## config.mk

```make
export PLATFORM = sky130hd
export DESIGN_NAME = life_row_scanner
export DESIGN_NICKNAME = d
export VERILOG_FILES = /design/src/rtl/life_row_scanner.sv
export SDC_FILE = /design/constraint.sdc
export NUM_CORES = 1
export LEC_CHECK = 0
export ABC_CLOCK_PERIOD_IN_PS = 6500
export BUFFER_PORTS_ARGS = -buffer_cell sky130_fd_sc_hd__buf_2
export CAP_MARGIN = 20
export CORE_ASPECT_RATIO = 1.4
export CORE_MARGIN = 5
export CORE_UTILIZATION = 50
export CTS_CLUSTER_SIZE = 40
export DETAILED_ROUTE_END_ITERATION = 6
export GPL_TIMING_DRIVEN = 0
export PLACE_DENSITY_LB_ADDON = 0.3
export SYNTH_ARGS = -nofsm -noshare
export SYNTH_HDL_FRONTEND = slang
export SYNTH_SLANG_ARGS = --single-unit
```

## constraint.sdc

```tcl
create_clock -name clk -period 6.5 [get_ports clk]
set_input_delay 0.325 -clock clk [delete_from_list [all_inputs] [get_ports clk]]
set_output_delay 0.325 -clock clk [all_outputs]
set_load 0.01 [all_outputs]
```

## src/rtl/life_row_scanner.sv

```systemverilog
// Row-multiplexed display scanner for an 8x8 Life grid: double-buffered grid
// intake, one lit row at a time with a one-cycle blank between rows.
module life_row_scanner #(
    parameter int ROW_DIV = 1000
) (
    input  logic        clk,
    input  logic        reset,
    input  logic [63:0] grid_in,
    input  logic        grid_valid,
    output logic        grid_ready,
    output logic [7:0]  row_sel,
    output logic [7:0]  col_data,
    output logic        frame_done,
    output logic [15:0] gen_count,
    output logic        stable,
    output logic        extinct
);

    typedef enum logic [1:0] {
        IDLE  = 2'd0,
        SCAN  = 2'd1,
        BLANK = 2'd2
    } state_t;

    state_t      state_reg, state_next;
    logic [2:0]  row_reg, row_next;
    logic [15:0] cnt_reg, cnt_next;
    logic [63:0] shadow_reg, active_reg, active_next;
    logic        shadow_full_reg;
    logic        swap, accept;
    logic [15:0] gen_count_reg;
    logic        stable_reg, extinct_reg;
    logic [7:0]  row_sel_reg, row_sel_next;
    logic [7:0]  col_data_reg, col_data_next;
    logic        frame_done_reg, frame_done_next;
    logic [7:0]  row_bits [8];

    assign grid_ready = ~shadow_full_reg;
    assign accept     = grid_valid & ~shadow_full_reg;
    assign row_sel    = row_sel_reg;
    assign col_data   = col_data_reg;
    assign frame_done = frame_done_reg;
    assign gen_count  = gen_count_reg;
    assign stable     = stable_reg;
    assign extinct    = extinct_reg;

    assign active_next = swap ? shadow_reg : active_reg;

    generate
        for (genvar gi = 0; gi < 8; gi++) begin : g_rows
            assign row_bits[gi] = active_next[63-8*gi -: 8];
        end
    endgenerate

    // Display outputs are registered from the post-edge state so they never glitch.
    always_ff @(posedge clk or posedge reset) begin
        if (reset) begin
            state_reg      <= IDLE;
            row_reg        <= 3'd0;
            cnt_reg        <= 16'd0;
            row_sel_reg    <= 8'h00;
            col_data_reg   <= 8'h00;
            frame_done_reg <= 1'b0;
        end else begin
            state_reg      <= state_next;
            row_reg        <= row_next;
            cnt_reg        <= cnt_next;
            row_sel_reg    <= row_sel_next;
            col_data_reg   <= col_data_next;
            frame_done_reg <= frame_done_next;
        end
    end

    always_comb begin
        state_next = state_reg;
        row_next   = row_reg;
        cnt_next   = cnt_reg;
        swap       = 1'b0;
        case (state_reg)
            IDLE: begin
                if (shadow_full_reg) begin
                    swap       = 1'b1;
                    row_next   = 3'd0;
                    cnt_next   = 16'd0;
                    state_next = SCAN;
                end
            end
            SCAN: begin
                cnt_next = cnt_reg + 16'd1;
                if (cnt_reg == 16'(ROW_DIV - 1)) begin
                    cnt_next   = 16'd0;
                    state_next = BLANK;
                end
            end
            BLANK: begin
                // Row 7 wraps to 0; a pending grid is only taken at this frame boundary.
                row_next   = row_reg + 3'd1;
                cnt_next   = 16'd0;
                state_next = SCAN;
                if (row_reg == 3'd7 && shadow_full_reg)
                    swap = 1'b1;
            end
            default: begin
                state_next = IDLE;
            end
        endcase
    end

    always_comb begin
        row_sel_next    = 8'h00;
        col_data_next   = 8'h00;
        frame_done_next = 1'b0;
        case (state_next)
            SCAN: begin
                row_sel_next  = 8'h01 << row_next;
                col_data_next = row_bits[row_next];
            end
            BLANK: frame_done_next = (row_next == 3'd7);
            default: ;
        endcase
    end

    // Shadow keeps the last accepted grid, which doubles as the stability reference.
    always_ff @(posedge clk or posedge reset) begin
        if (reset) begin
            shadow_reg      <= 64'd0;
            active_reg      <= 64'd0;
            shadow_full_reg <= 1'b0;
            gen_count_reg   <= 16'd0;
            stable_reg      <= 1'b0;
            extinct_reg     <= 1'b0;
        end else begin
            active_reg <= active_next;
            if (swap) begin
                shadow_full_reg <= 1'b0;
            end else if (accept) begin
                shadow_reg      <= grid_in;
                shadow_full_reg <= 1'b1;
                if (gen_count_reg != 16'hFFFF)
                    gen_count_reg <= gen_count_reg + 16'd1;
                extinct_reg <= (grid_in == 64'd0);
                stable_reg  <= (grid_in == shadow_reg) && (gen_count_reg != 16'd0);
            end
        end
    end

endmodule

```

==> summary.txt <==
Global-route congestion overflow total = 0
Fin crit share = 45.9%
CTS Buf Count = 17
Critical hold path startpoint = grid_in[28]
CP required = 6.81 ns
Leakage = 5.28 nW
Antenna cell count = 0
Critical Path AT = 3.29 ns
Post-Layout Cell Count = 1228
Initial core utilization = 51.1%
Maxcap violations = 0
Via/cell ratio = 5.61
Final Max Tran Viols = 0
Top-area cell type share of the netlist area = 53.7%
Yosys top cell by area = dfrtp_1
WS Path Type = register to register
1st-pass router iterations = 7
I/O Buffers = 102
FFs w/ async S/R, synth = 100%
Worst-Skew Late Latency = 0.44 ns
Yosys reg bits = 185
Synth Instances = 860
Worst vdd ir = 217 uV
Fill count = 1443
CP max FO = 10
Critical path launch point = row_reg[0]$_DFF_PP0_
CP Cell Sequence = ha_1, nand2b_1, a21oi_1, clkbuf_1, a222oi_1, a22oi_1, nor2_1
Ys Warns = 0
Die width = 121 um
PnR Total Power = 4.16 mW
Post-Syn Area per Cell = 10.0 um2
Status = finished with violations
Area growth from synthesis to layout = 17.0%
Slowest cell on crit path = a21oi_1
Ys flop type = dfrtp_1
Post-route ant nets = 0
Fin Setup TNS = 0 ns
Longest Clk Path Bufs = 2
Failing checks = DRC
CP peak stage delay = 0.77 ns
Top post-synthesis cells by area = dfrtp_1 54%, nand2_1 9.7%, mux2i_1 5.2%
Post-synth EDFFs = 0
Core Area = 16900 um2
Library cells used by synthesis = 47
DIE AREA = 20000 um2
Total track usage = 25.2%
Root buf cell = clkbuf_16
Setup Viol. Count Final = 0
Vias in the first global route = 6775
Post-synthesis cell area = 8630 um2
Seq/Total Area, Yosys = 53.7%
Final worst path period need = 2.98 ns
Routed wire per std cell = 20.0 um
Via count = 6891
Family with the most delay on the worst path = compound AO/OA/AOI/OAI gates
Total Wirelength = 24600 um
First-pass GRT wire length = 37700 um
Initial drt markers = 582
Worst Tran Pin Value = 1.13 ns
Worst Path Buf+Inv = 1
Share of cells above drive strength 1 = 17.6%
Worst min-delay path class = primary input to register
I/O Pins = 103
CTS tree = built
Row count = 56
DIE HEIGHT = 165 um
H-tree levels = 4
Final Hold Fails = 0
DP Cell Count = 1195
Clock edge transition at the registers on the reported setup and hold paths = 0.07 ns
RSZ-0062 raised after global routing = no
Worst setup EP type = register
FMAX = 0.335 GHz
# DRC = 2
Final nets = 1055
Post-CTS Resized = 0
Post-Route Skew = 0.00969 ns
Antenna violations before repair = 0
PwrDens = 412 nW/um2
Routability cong. = 0.917
Synthesized Nets = 932
CTS sink cnt = 185
Max_slew headroom = 24.1%
Type of origin of the critical path = register
Hpwl dp = 18300 um
Largest net degree at the start of global routing = 107
Post-CTS setup buffer count = 0
RR Startpoint = row_reg[0]$_DFF_PP0_
==> timing repair <==
action / CTS / global route
endpoints found under the setup margin: 0 / 0
hold endpoints to repair: 76 / 0
hold buffers: 1 / 0
==> area by class of cell <==
type                    count  area, um2  share of cell area, %
well taps                 232        290                   2.87
flip-flops and latches    185       4630                   45.8
clock buffers              18        439                   4.35
clock inverters            14        185                   1.83
inverters                  56        218                   2.16
repair buffers            104        548                   5.43
plain buffers              31        145                   1.44
multi-input cells         588       3640                   36.1
==> report_power, final <==
group,switching [mW],internal (mW),leakage (nW)
clock,0.479,0.626,0.297
sequential,0.309,1.57,2.35
combinational,0.691,0.485,2.62
==> worst register-to-register path, cell delays in order (launching register included) <==
cell      delay [ns]
dfrtp_1         0.46
ha_1            0.35
nand2b_1        0.15
a21oi_1         0.77
clkbuf_1        0.51
a222oi_1        0.26
a22oi_1         0.24
nor2_1          0.11
==> placed cells by master, fill, tap and decap left out, drive strengths merged, types with 5 or more instances in the layout <==
cell,count
xor2,32
o21a,17
clkbuf,31
and3,9
nor3,7
nand2b,5
a21oi,7
a22oi,9
a222oi,14
nor2b,5
nand4,21
inv,63
nand3,14
nand2,222
nor4,28
buf,121
dfrtp,185
xnor2,46
mux2,22
mux2i,45
nor2,26
o21ai,27
ha,5
==> synth_stat cells, types with 3 or more instances <==
library cell,number
a21oi_1,7
a222oi_1,14
a22oi_1,9
and3_1,9
buf_1,6
buf_2,8
buf_4,3
clkbuf_1,13
dfrtp_1,185
ha_1,5
inv_1,53
inv_2,3
mux2_2,19
mux2_4,3
mux2i_1,45
nand2_1,222
nand2b_1,5
nand3_1,14
nand4_1,21
nor2_1,26
nor2b_1,5
nor3_1,7
nor4_1,28
nor4b_1,3
o21a_1,17
o21ai_0,24
o21ai_1,3
o41ai_1,3
xnor2_1,46
xor2_1,32
==> metal layers <==
| metal | share of wire (%) | GRT usage [%] | vias up |
|---|---|---|---|
| met4 | 5.8 | 15.2 | 0 |
| met3 | 6.9 | 4.57 | 65 |
| li1 | - | - | 3160 |
| met1 | 38 | 30.2 | 3364 |
| met5 | 0 | 0 | - |
| met2 | 50 | 42.4 | 302 |
==> cells by family (layout without fill, tap and decap cells) <==
| group | after synthesis | count (layout) | synth area share [%] |
|---|---|---|---|
| mux | 67 | 67 | 8.22 |
| buf+inv | 87 | 223 | 4.12 |
| compound gates | 91 | 91 | 7.50 |
| simple gates | 347 | 347 | 17.9 |
| xor+xnor | 78 | 78 | 7.92 |
| flops | 185 | 185 | 53.7 |
| fa+ha+maj | 5 | 5 | 0.725 |
==> final timing paths <==
kind	to	slack [ns]	cells past startpoint
max in group asynchronous	shadow_reg[8]$_DFFE_PP0P_	5.09	4
hold reg to reg	active_reg[21]$_DFF_PP0_	0.49	2
setup / recovery	col_data[4]$_DFF_PP0_	3.52	7
min in group asynchronous	shadow_reg[47]$_DFFE_PP0P_	0.50	3
hold / removal	shadow_reg[28]$_DFFE_PP0P_	0.11	3
setup reg to reg	col_data[4]$_DFF_PP0_	3.52	7
==> metrics by stage <==
stage                     hold WS (ns)  instance area, um2  util, %  worst slack (ns)
after floorplan                  0.430                8630        -              1.15
after global placement           0.462                9430     55.8            -0.988
after detailed placement         0.452                9460     56.0              3.62
after CTS                        0.105               10100     59.8              3.60
after global routing             0.124               10100     59.8              3.39
final                            0.109               10100     59.8              3.52
No activity file was read; power rests on OpenSTA's default activity.
